File: config.mk
export PLATFORM = sky130hd
export DESIGN_NAME = gf_exp_seq
export DESIGN_NICKNAME = d
export VERILOG_FILES = /design/src/rtl/gf_exp_pkg.sv /design/src/rtl/gf_exp_seq_gfmul_8.sv /design/src/rtl/gf_exp_seq.sv
export SDC_FILE = /design/constraint.sdc
export NUM_CORES = 1
export LEC_CHECK = 0
export ABC_AREA = 1
export CAP_MARGIN = 20
export CORE_AREA = 2 2 73 75
export CTS_CLUSTER_DIAMETER = 40
export DETAILED_ROUTE_END_ITERATION = 7
export DIE_AREA = 0 0 75 77
export DONT_BUFFER_PORTS = 1
export PLACE_DENSITY = 0.75
export SYNTH_ARGS = -nofsm -noshare
export SYNTH_HDL_FRONTEND = slang
export SYNTH_SLANG_ARGS = --single-unit
File: constraint.sdc
create_clock -name clk_i -period 5.3 [get_ports clk_i]
set_clock_uncertainty 0.15 [all_clocks]
set_input_delay 0.265 -clock clk_i [delete_from_list [all_inputs] [get_ports clk_i]]
set_output_delay 0.265 -clock clk_i [all_outputs]
set_load 0.02 [all_outputs]
File: src/rtl/gf_exp_pkg.sv
// Shared types and constants for the GF(2^8) exponentiation engine.
package gf_exp_pkg;

    typedef enum logic [1:0] {
        IDLE = 2'd0,
        SQR  = 2'd1,
        MUL  = 2'd2,
        DONE = 2'd3
    } gf_exp_state_e;

    localparam logic [7:0] GF_ONE     = 8'h01;
    localparam logic [7:0] GF_INV_EXP = 8'hFE;
    // AES field polynomial x^8+x^4+x^3+x+1; the low byte is the reduction term.
    localparam logic [8:0] GF_POLY    = 9'h11B;

endpackage

File: src/rtl/gf_exp_seq_gfmul_8.sv
// Combinational GF(2^8) multiplier over the AES polynomial (shift-and-add).
module gfmul_8
    import gf_exp_pkg::*;
(
    input  logic [7:0] i_a,
    input  logic [7:0] i_b,
    output logic [7:0] o_p
);

    logic [7:0] w_p;
    logic [7:0] w_a;

    // Accumulate a*x^i for each set bit of b, reducing a by the polynomial after each shift.
    always_comb begin
        w_p = 8'h00;
        w_a = i_a;
        for (int i = 0; i < 8; i++) begin
            if (i_b[i]) w_p = w_p ^ w_a;
            w_a = {w_a[6:0], 1'b0} ^ (w_a[7] ? GF_POLY[7:0] : 8'h00);
        end
    end

    assign o_p = w_p;

endmodule

File: src/rtl/gf_exp_seq.sv
// Sequential GF(2^8) exponentiation, left-to-right square-and-multiply on one
// shared multiplier. Constant-time: every exponent bit costs one SQR and one MUL.
// Optional feature macro: GF_EXP_INV_EN adds inv_i, which forces exponent 0xFE
// (multiplicative inverse) at the input handshake.
module gf_exp_seq
    import gf_exp_pkg::*;
#(
    parameter int EXP_W = 8
) (
    input  logic             clk_i,
    input  logic             rst_i,
    input  logic             in_valid_i,
    output logic             in_ready_o,
    input  logic [7:0]       base_i,
    input  logic [EXP_W-1:0] exp_i,
    output logic             out_valid_o,
    input  logic             out_ready_i,
    output logic [7:0]       result_o,
    output logic             busy_o
`ifdef GF_EXP_INV_EN
    ,
    input  logic             inv_i
`endif
);

    localparam int CNT_W = (EXP_W > 1) ? $clog2(EXP_W) : 1;

    gf_exp_state_e    r_state;
    gf_exp_state_e    w_state_nxt;
    logic [7:0]       r_acc;
    logic [7:0]       r_base;
    logic [EXP_W-1:0] r_exp;
    logic [CNT_W-1:0] r_cnt;

    logic             w_in_fire;
    logic [EXP_W-1:0] w_exp_cap;
    logic [7:0]       w_mul_b;
    logic [7:0]       w_mul_p;

`ifdef GF_EXP_INV_EN
    if (EXP_W < 8) begin : g_exp_w_chk
        $error("gf_exp_seq: EXP_W must be >= 8 when GF_EXP_INV_EN is defined");
    end
    assign w_exp_cap = inv_i ? EXP_W'(GF_INV_EXP) : exp_i;
`else
    assign w_exp_cap = exp_i;
`endif

    assign w_in_fire = in_valid_i && (r_state == IDLE);

    // Squaring reuses acc on both ports; otherwise multiply by base or by one,
    // so the multiplier does the same work whatever the exponent bit is.
    assign w_mul_b = (r_state == SQR) ? r_acc : (r_exp[r_cnt] ? r_base : GF_ONE);

    gfmul_8 u_gfmul (
        .i_a (r_acc),
        .i_b (w_mul_b),
        .o_p (w_mul_p)
    );

    // State register.
    always_ff @(posedge clk_i) begin
        if (rst_i) r_state <= IDLE;
        else       r_state <= w_state_nxt;
    end

    // Next-state logic and handshake outputs.
    always_comb begin
        w_state_nxt = r_state;
        in_ready_o  = 1'b0;
        out_valid_o = 1'b0;
        busy_o      = 1'b1;
        case (r_state)
            IDLE: begin
                in_ready_o = 1'b1;
                busy_o     = 1'b0;
                if (in_valid_i) w_state_nxt = SQR;
            end
            SQR:  w_state_nxt = MUL;
            MUL:  w_state_nxt = (r_cnt == '0) ? DONE : SQR;
            DONE: begin
                out_valid_o = 1'b1;
                if (out_ready_i) w_state_nxt = IDLE;
            end
            default: w_state_nxt = IDLE;
        endcase
    end

    // Operand capture, accumulator update and bit counter.
    always_ff @(posedge clk_i) begin
        if (rst_i) begin
            r_acc  <= 8'h00;
            r_base <= 8'h00;
            r_exp  <= '0;
            r_cnt  <= '0;
        end else begin
            if (w_in_fire) begin
                r_base <= base_i;
                r_exp  <= w_exp_cap;
                r_acc  <= GF_ONE;
                r_cnt  <= CNT_W'(EXP_W - 1);
            end
            if (r_state == SQR) r_acc <= w_mul_p;
            if (r_state == MUL) begin
                r_acc <= w_mul_p;
                if (r_cnt != '0) r_cnt <= r_cnt - 1'b1;
            end
        end
    end

    assign result_o = r_acc;

endmodule
# Word level (Yosys, flattened, before mapping)
# Cells that the tools add are included.
# op_classes
n_addsub	1
multipliers	0
div_mod_pow	0
order_cmp	1
eq_ne	5
n_shift	0
mux	32
bitwise_logic	14
reduce_logical	6
# ops
operator	n
8-bit XOR	14
8-bit two-way mux	13
5-bit two-way mux	7
3-bit two-way mux	3
2-bit one-hot mux with 4 select lines	1
2-bit two-way mux	3
3-bit nonzero test	2
2-bit equality test, second input constant	2
3-bit by 4-bit < comparator with 1-bit output, second input constant	1
1-bit two-way mux	4
2-bit inequality test, second input constant	2
1-bit binary-select mux with 3-bit select	1
3-bit zero test	1
3-bit by 1-bit subtractor with 3-bit output, second input constant	1
2-bit by 1-bit equality test with 1-bit output, second input constant	1
2-bit zero test	1
2-bit AND reduction	1
1-bit logical AND	1
# totals
register_bits	29
latchBits	0
ramBits	0
mem_bits_ro	0
in_bits	20
output_inout_bits	11
elab_cells	64
mem_count	0

# Longest topological paths before layout
# Gate-level depths: netlist of the first run.
# logic_depth
ltp_word	21
mapped_depth	18
mapped_depth_nobuf	17

# Cells and area by module
# From an unflattened synthesis of the first run, not the netlist that was laid out.
# unflattened
cells_unflattened	503
hier_area_um2	2989.1
# by_module_without_submodules
mod	n_inst	cells_per_inst	area_each_um2	seq_area_each_um2
gfmul_8	1	319	1664.1	0.0
gf_exp_seq	1	184	1325.0	580.6

# Worst setup path after synthesis of the first run
# Ideal clock, no wire load.
# synth_timing
path_type	register to register
from	register r_acc[7], in the netlist result_o[7]
to	register r_acc[5], in the netlist result_o[5]
setup_time_ns	0.134
arrival_time_ns	1.851
t_required_ns	5.016
slack_ns	3.166
path_stages_with_launch	16
n_path_buf	1
synth_period_minus_slack_ns	2.134
cell_sequence	dfxtp_1 > buf_6 > inv_4 > nand2_2 > nand2_4 > xor2_2 > xor2_2 > nand2_1 > xor2_1 > clkinv_1 > nand2_1 > nand2_1 > nand3_1 > nand2_1 > nand2_1 > a21oi_1
# synth_via
elab_chain_cells	17
word_cells_on_any_way	25
cone_classes	mux (12); bitwise (13)
# synth_lines
item	line	text
start, declared	gf_exp_seq.sv:30	logic [7:0] r_acc;
start signal, assigned	gf_exp_seq.sv:103	if (r_state == SQR) r_acc <= w_mul_p;
start signal, assigned	gf_exp_seq.sv:105	r_acc <= w_mul_p;
5-bit two-way mux	gf_exp_seq_gfmul_8.sv:19	w_a = {w_a[6:0], 1'b0} ^ (w_a[7] ? GF_POLY[7:0] : 8'h00);
8-bit XOR (2 in series)	gf_exp_seq_gfmul_8.sv:19	
8-bit XOR	gf_exp_seq_gfmul_8.sv:18	if (i_b[i]) w_p = w_p ^ w_a;
8-bit two-way mux	gf_exp_seq_gfmul_8.sv:18	
8-bit XOR	gf_exp_seq_gfmul_8.sv:18	
8-bit two-way mux	gf_exp_seq_gfmul_8.sv:18	
8-bit XOR	gf_exp_seq_gfmul_8.sv:18	
8-bit two-way mux	gf_exp_seq_gfmul_8.sv:18	
8-bit XOR	gf_exp_seq_gfmul_8.sv:18	
8-bit two-way mux	gf_exp_seq_gfmul_8.sv:18	
8-bit XOR	gf_exp_seq_gfmul_8.sv:18	
8-bit two-way mux	gf_exp_seq_gfmul_8.sv:18	
8-bit XOR	gf_exp_seq_gfmul_8.sv:18	
8-bit two-way mux (*)	gf_exp_seq_gfmul_8.sv:18	
8-bit two-way mux	gf_exp_seq.sv:103	
8-bit two-way mux (*)	gf_exp_seq.sv:104	if (r_state == MUL) begin
# Mark *: on every way between the ends. The rest lies on a longest branch, timed or not.
# A chain may end at the register's enable or synchronous reset.

# Worst setup path in the final report of the first run
# layout_timing
from	register r_acc[6], in the netlist result_o[6]
to	register r_acc[4], in the netlist result_o[4]
# layout_via
elab_chain_cells	17
word_cells_on_any_way	25
cone_classes	mux (12); bitwise (13)
# layout_lines
item	line
8-bit XOR	gf_exp_seq_gfmul_8.sv:19
5-bit two-way mux	gf_exp_seq_gfmul_8.sv:19
8-bit XOR	gf_exp_seq_gfmul_8.sv:19
8-bit XOR	gf_exp_seq_gfmul_8.sv:18
8-bit two-way mux	gf_exp_seq_gfmul_8.sv:18
8-bit XOR	gf_exp_seq_gfmul_8.sv:18
8-bit two-way mux	gf_exp_seq_gfmul_8.sv:18
8-bit XOR	gf_exp_seq_gfmul_8.sv:18
8-bit two-way mux	gf_exp_seq_gfmul_8.sv:18
8-bit XOR	gf_exp_seq_gfmul_8.sv:18
8-bit two-way mux	gf_exp_seq_gfmul_8.sv:18
8-bit XOR	gf_exp_seq_gfmul_8.sv:18
8-bit two-way mux	gf_exp_seq_gfmul_8.sv:18
8-bit XOR	gf_exp_seq_gfmul_8.sv:18
8-bit two-way mux (*)	gf_exp_seq_gfmul_8.sv:18
8-bit two-way mux	gf_exp_seq.sv:103
8-bit two-way mux (*)	gf_exp_seq.sv:104
# Marked as above.

==> results of run 1 <==
## power breakdown
part           switching, mW  total [mW]  internal, mW
Combinational          0.139       0.198        0.0585
Sequential            0.0191       0.256         0.236
Clock                 0.0871       0.177        0.0904
Total                  0.245       0.631         0.385
## metrics by stage
| step | cell area, um^2 | utilization [%] | hold slack, ns | std cells | power (mW) |
|---|---|---|---|---|---|
| floorplan | 2940 | - | 0.194 | 471 | 0.421 |
| global placement | 2910 | 58.4 | 0.180 | 525 | 0.453 |
| global route | 3000 | 60.3 | 0.0279 | 534 | 0.671 |
| CTS | 3000 | 60.3 | 0.00195 | 534 | 0.635 |
| detailed placement | 2910 | 58.4 | 0.181 | 525 | 0.455 |
| finish | 3000 | 60.3 | 0.00731 | 534 | 0.631 |
## sequential cells by signal (all words and copies together), names as in the netlist
name / count
r_base: 8
r_exp: 8
result_o: 8
r_cnt: 3
r_state: 2
## path summary, 6_finish.rpt
check | endpoint
min reg2reg | r_exp[6]$_SDFFE_PP0P_
min | r_base[4]$_SDFFE_PP0P_
max | result_o[4]$_SDFFE_PP0P_
max reg2reg | result_o[4]$_SDFFE_PP0P_
## worst max-delay path: cells and delay by family, from the launching register on
kind                   cells  cell delay, ns
AND/OR/NAND/NOR           12            1.04
XOR/XNOR                   1            0.18
flip-flops                 1            0.78
AO/OA/AOI/OAI              1            0.06
buffers and inverters      3            0.35
## per-layer routing
layer | global-route usage (%) | wire, um | up-vias
li1 | - | - | 1438
met1 | 34.2 | 3120 | 1227
met2 | 43.5 | 3380 | 50
met3 | 3.55 | 267 | 11
met4 | 8.57 | 172 | 0
met5 | 0 | 0 | -
## cell type report
type	count	area [um^2]
clock inverters	3	17.5
inverters	66	250
flip-flops and latches	29	581
repair buffers	1	10.0
fillers	494	1980
well taps	70	87.6
clock buffers	5	68.8
multi-input cells	360	1990
## logic make-up (layout without fill, tap and decap cells)
logic type / Yosys count / in the layout / share of synthesized area [%]
XOR/XNOR: 43 / 43 / 15.8
adder cells (fa/ha/maj): 2 / 2 / 0.851
buffers and inverters: 82 / 75 / 12.6
flip-flops: 29 / 29 / 19.8
AND/OR/NAND/NOR: 266 / 266 / 41.9
AO/OA/AOI/OAI: 49 / 49 / 9.11
## cells in the mapped netlist
| library cell | count | area (um^2) |
|---|---|---|
| o21ai_0 | 17 | 85.1 |
| a21oi_1 | 27 | 135 |
| clkinv_1 | 2 | 7.51 |
| xnor2_1 | 12 | 105 |
| buf_4 | 2 | 15.0 |
| or2_2 | 1 | 6.26 |
| nand3_4 | 2 | 35.0 |
| inv_2 | 6 | 22.5 |
| a21oi_2 | 1 | 8.76 |
| nand3_2 | 6 | 60.1 |
| nor2_1 | 28 | 105 |
| xor2_2 | 3 | 48.8 |
| xnor2_4 | 3 | 82.6 |
| clkbuf_1 | 6 | 22.5 |
| nand2_4 | 4 | 45.0 |
| buf_2 | 1 | 5.00 |
| xnor2_2 | 1 | 16.3 |
| buf_6 | 7 | 78.8 |
| or2_1 | 1 | 6.26 |
| o21ai_1 | 1 | 5.00 |
| o21ai_4 | 1 | 16.3 |
| inv_4 | 1 | 6.26 |
| and2_1 | 1 | 6.26 |
| inv_1 | 57 | 214 |
| a221oi_1 | 2 | 17.5 |
| ha_1 | 2 | 25.0 |
| nand3_1 | 38 | 190 |
| nand3b_1 | 4 | 30.0 |
| dfxtp_1 | 29 | 581 |
| nand4_1 | 4 | 25.0 |
| xor2_1 | 24 | 210 |
| nor2_4 | 1 | 11.3 |
| nor2_2 | 4 | 25.0 |
| nand3b_2 | 1 | 11.3 |
| nand2_1 | 158 | 593 |
| nand2_2 | 13 | 81.3 |
==> metrics.txt, run 1 <==
status=complete, no violations; Root Buffer=clkbuf_8; Core Area=4980 um^2; RSZ-0062 raised after global routing=no; GR Overflow Total=0; largest net degree at the start of global routing=30; total number of vias=2726; hold_sp=base_i[4]; first-pass GRT wire length=11700 um; CTS resizes=0; CTS tree=built; post-CTS setup buffers=0; Synth-to-Final Area Change=2.13%; Peak Freq=371 MHz; area of the die=5780 um^2; initial core utilization=59.0%; clk sinks=29; final-report hold violation count=0; register area share after synthesis=19.8%; Peak VDD IR=0.269 mV; worst path cell trace=inv_2 > nand2_2 > nand2_4 > nand2_2 > nand2_2 > inv_1 > nand2_1 > nand2_1 > nand2_1 > nand2_1 > nand2_1 > xor2_1 > inv_1 > nand2_1 > nand2_1 > nand2_1 > a21oi_2; Required @ worst endpoint=5.30 ns; Detailed Route WL=6940 um; CP most frequent cell=nand2_1; Crit Path Class=register to register; post-synth net total=493; R2R Setup Slk=2.60 ns; worst reg2reg path startpoint=result_o[6]$_SDFFE_PP0P_; clock latency at the later pin of the worst-skew pair=0.28 ns; relative slew slack=50.5%; Tot GR Track Use=26.2%; pre-CTS setup slack=2.66 ns; # rows=26; Via density=5.10; vias in the first global route=2533; maxcap violations=0; number of diodes=0; HP Class=input pin to register; hpwl dp=5240 um; CTS Hold Bufs=1; worst-case reg-to-reg path depth=17; fin. max-slew vios=0; drc violations=0; Crit. End Element=register; Reg clk slew, reported paths=0.07 ns; initial antenna violation count=0; CTS buffer count=5; total negative setup slack=0 ns; most frequent cells in the layout=nand2_1, inv_1, nand3_1; Worst-Margin Slew=0.741 ns; crit path max fanout=12; die height=77 um; leakage=1.38 nW; Worst setup SP type=register; count of state elements after synthesis=29; Nets=485; Mapped Cells=471; input/output buffers=0; Pwr Density=210 nW/um^2; TritonRoute pass-1 iters=4; Max stage delay on crit path=0.78 ns; WP data arrival=2.69 ns; Yosys cell types=36; CTS Buffer Depth=2; H-tree depth=2; layout cells sized above 1=12.1%; Final Cycle Share=50.9%; drt initial violations=165; worst setup margin=2.60 ns; Cells on Worst Hold Path=2; Post-Syn Area=2940 um^2; Worst Setup SP=result_o[6]$_SDFFE_PP0P_; Ports=31; Die X=75 um; Routed WL per cell=13.0 um; commonest non-fill, non-tap cell in the layout=nand2_1; Slowest-stage cell, CP=dfxtp_1; Syn. warnings=0; endpoints failing setup=0; Final ANT Viol Nets=0; mean post-synth cell area=6.24 um^2; Tmin final=2.70 ns; routability cong.=0.910
No activity file was read; power rests on OpenSTA's default activity.
==> run 2: changes to the inputs <==
ABC_AREA = 0   (was 1)
CORE_AREA = 2 2 74 76   (was 2 2 73 75)
DIE_AREA = 0 0 76 78   (was 0 0 75 77)
PLACE_DENSITY = 0.76   (was 0.75)
clock period = 2.2 ns   (was 5.3 ns; I/O delays follow)
==> run 2 against run 1 <==
  * The flow now finishes with violations (DRC, setup timing)
  * Core utilization grew 26 points
  * Clock-buffer cell count grew 2
  * Hold slack gained 0.0055 ns
  * Die area grew 2.6%
  * Routed wire length grew 100%
  * First-iteration DRC count grew to 5.3 times the previous value
  * Via count grew 49%
  * Final cell count grew 5.6%
  * Global-route usage grew 15 points
  * Largest cell class unchanged
  * Largest power group is now combinational logic
==> metrics.txt, run 2 <==
status=finished with violations (was complete, no violations); failing checks=DRC, setup timing; register area share after synthesis=19.8% (about the same); number of synthesized flops with an enable pin=0 (unchanged); most frequent cells in the layout=buf_4, nand2_1, xnor2_1 (was nand2_1, inv_1, nand3_1); Tot GR Track Use=40.7% (was 26.2%); worst setup margin=-0.727 ns (was 2.60 ns); Ports=31 (unchanged); mean post-synth cell area=7.31 um^2 (was 6.24 um^2); largest net degree at the start of global routing=23 (was 30); initial antenna violation count=0 (unchanged); net switching power=772 uW (was 245 uW); Worst-Margin Slew=0.892 ns (was 0.741 ns); Syn. warnings=0 (unchanged); Core Area=5040 um^2 (was 4980 um^2); drc violations=14 (was 0); initial core utilization=58.0% (was 59.0%); hpwl dp=6770 um (was 5240 um); HP Class=input pin to register (unchanged); sw frac=37.4% (was 38.9%); Multi-input gate area=2520 um^2 (was 1990 um^2); Yosys cell types=62 (was 36); number of fill cells=218 (was 494); final hold slack=0.0129 ns (was 0.00731 ns); placed cell count=519 (was 525); # rows=26 (unchanged); endpoints failing setup=8 (was 0); Internal Power=1.29 mW (was 385 uW); Routed WL per cell=24.9 um (was 13.0 um); routability cong.=0.998 (was 0.910); Root Buffer=clkbuf_8 (unchanged); first-pass GRT wire length=19000 um (was 11700 um); input/output buffers=0 (unchanged); clock power share=30.5% (was 28.1%); leakage=1.65 nW (was 1.38 nW); die height=78 um (was 77 um); Commonest cells post-synth=nand2_1, xnor2_1, a21oi_1 (was nand2_1, inv_1, nand3_1); vias in the first global route=3698 (was 2533); post-synth net total=422 (was 493); sequential cell fraction of total power=29.4% (was 40.5%); drt initial violations=879 (was 165); WP data arrival=2.97 ns (was 2.69 ns); Mapped Cells=400 (was 471); Crit. End Element=register (unchanged); Async SR Flop Fraction=0% (unchanged); Reg clk slew, reported paths=0.08 ns (was 0.07 ns); fin cells=564 (was 534); total number of vias=4070 (was 2726); Via density=7.22 (was 5.10); Gate power share=40.1% (was 31.4%); CTS Buffer Depth=2 (unchanged); Crit Path Class=register to register (unchanged); clk sinks=29 (unchanged); Detailed Route WL=14100 um (was 6940 um); top cell type's share of synthesized area=19.8% (was 20.2%); synth top area cells=dfxtp_1, xnor2_1, nand2_1, a21oi_1, xor2_1 (was nand2_1, dfxtp_1, inv_1, xor2_1, nand3_1); GR Overflow Total=0 (unchanged); Peak VDD IR=0.503 mV (was 0.269 mV); met2 Use GR=67.9% (was 43.5%); Synth-to-Final Area Change=49.2% (was 2.13%); CTS buffer count=5 (unchanged); post-synth top area cell=dfxtp_1 (was nand2_1); area of the die=5930 um^2 (was 5780 um^2); commonest non-fill, non-tap cell in the layout=buf_4 (was nand2_1); layer carrying the most global-route usage=met2 (unchanged); most common cell in the synthesized netlist=nand2_1 (unchanged); Post-Syn Area=2930 um^2 (was 2940 um^2); clock latency at the later pin of the worst-skew pair=0.31 ns (was 0.28 ns); crit path max fanout=5 (was 12); TritonRoute pass-1 iters=8 (was 4); Peak Freq=342 MHz (was 371 MHz); count of state elements after synthesis=29 (unchanged); relative slew slack=40.3% (was 50.5%); RSZ-0062 raised after global routing=yes (was no); Pwr Density=472 nW/um^2 (was 210 nW/um^2); met3 usage=12.8% (was 3.55%); Die X=76 um (was 75 um); ys flop type=dfxtp_1 (unchanged); Core Util, Final=86.6% (was 60.3%); Tmin final=2.93 ns (was 2.70 ns); Worst setup SP type=register (unchanged); fin. max-slew vios=0 (unchanged); Required @ worst endpoint=2.24 ns (was 5.30 ns); M1 GR Usage=45.4% (was 34.2%); number of diodes=0 (unchanged); H-tree depth=2 (unchanged); Final ANT Viol Nets=0 (unchanged); total negative setup slack=-4.38 ns (was 0 ns); Final Cycle Share=133% (was 50.9%); Nets=515 (was 485); CTS tree=built (unchanged); maxcap violations=0 (unchanged); final-report hold violation count=0 (unchanged); layout cells sized above 1=36.2% (was 12.1%); pre-CTS setup slack=-0.668 ns (was 2.66 ns); register area=587 um^2 (was 581 um^2)
[run 2: cell count changes after synthesis, moves of 8 or more]
| cell | previous run | this run |
|---|---|---|
| and2_1 | 1 | 10 |
| a22o_1 | 0 | 8 |
| nand2_2 | 13 | 0 |
| clkbuf_1 | 6 | 18 |
| nand3_1 | 38 | 8 |
| xnor2_1 | 12 | 47 |
| nor3_1 | 0 | 14 |
| inv_1 | 57 | 8 |
| nand2_1 | 158 | 55 |
| a21oi_1 | 27 | 39 |
[run 2: what timing repair did]
item,in CTS,in global routing
pin swaps,32,18
setup endpoints to repair,8,8
hold buffers,19,0
gates resized for setup,43,43
gates cloned,1,0
setup buffers,12,6
endpoints found under the hold margin,22,0
[run 2: cells by family (layout without fill, tap and decap cells)]
group / count (synthesis) / after routing / synth area share (%)
AOI/OAI and AO/OA: 102 / 102 / 24.7
xor gates and xnor gates: 69 / 69 / 21.6
and+or+nand+nor: 149 / 149 / 23.7
adders and majority gates: 2 / 2 / 0.855
muxes: 7 / 7 / 2.61
buffers and inverters: 42 / 136 / 6.59
DFF: 29 / 29 / 19.8
[run 2: worst max-delay path, cell delays in order (launching register included)]
cell and delay [ns]:
dfxtp_4 0.40, mux2i_1 0.36, a2bb2oi_4 0.15, buf_6 0.17, buf_4 0.13, a41o_4 0.29
nor2_1 0.20, a211oi_1 0.11, a311oi_1 0.30, xnor2_1 0.19, xnor2_1 0.12, a22o_1 0.24
[run 2: final timing paths]
| path | from | to | slack [ns] | cells past startpoint |
|---|---|---|---|---|
| max | r_cnt[0]$_SDFF_PP0_ | result_o[3]$_SDFFE_PP0P_ | -0.73 | 11 |
| min | in_valid_i | result_o[0]$_SDFFE_PP0P_ | 0.01 | 3 |
| max reg2reg | r_cnt[0]$_SDFF_PP0_ | result_o[3]$_SDFFE_PP0P_ | -0.73 | 11 |
| min reg2reg | r_exp[0]$_SDFFE_PP0P_ | r_exp[0]$_SDFFE_PP0P_ | 0.32 | 2 |
[run 2: per-stage QoR]
stage | area, um^2 | total power, mW
global placement | 3520 | 1.10
finish | 4360 | 2.06
global route | 4360 | 2.09
detailed placement | 3520 | 1.12
floorplan | 2980 | 0.943
CTS | 4120 | 1.84
[run 2: cell type report]
class	count	share of cell area (%)
Clock buffer	7	1.98
Clock inverter	1	0.688
Inverter	8	0.688
Timing Repair Buffer	120	23.4
Tap cell	70	2.01
Sequential cell	29	13.4
Multi-Input combinational cell	329	57.8
[run 2: power groups by stage]
stage               combinational [mW]  sequential, mW  clock (mW)
floorplan                        0.351           0.592           0
global placement                 0.495           0.602           0
detailed placement               0.512           0.604           0
CTS                              0.647           0.595       0.594
finish                           0.827           0.605       0.629
global route                     0.849           0.606       0.632
[run 2: metal layers]
metal	vias to the layer above	part of all wire, %
li1	1564	-
met1	1813	33
met2	503	42
met3	190	15
met4	0	9.5
met5	-	0
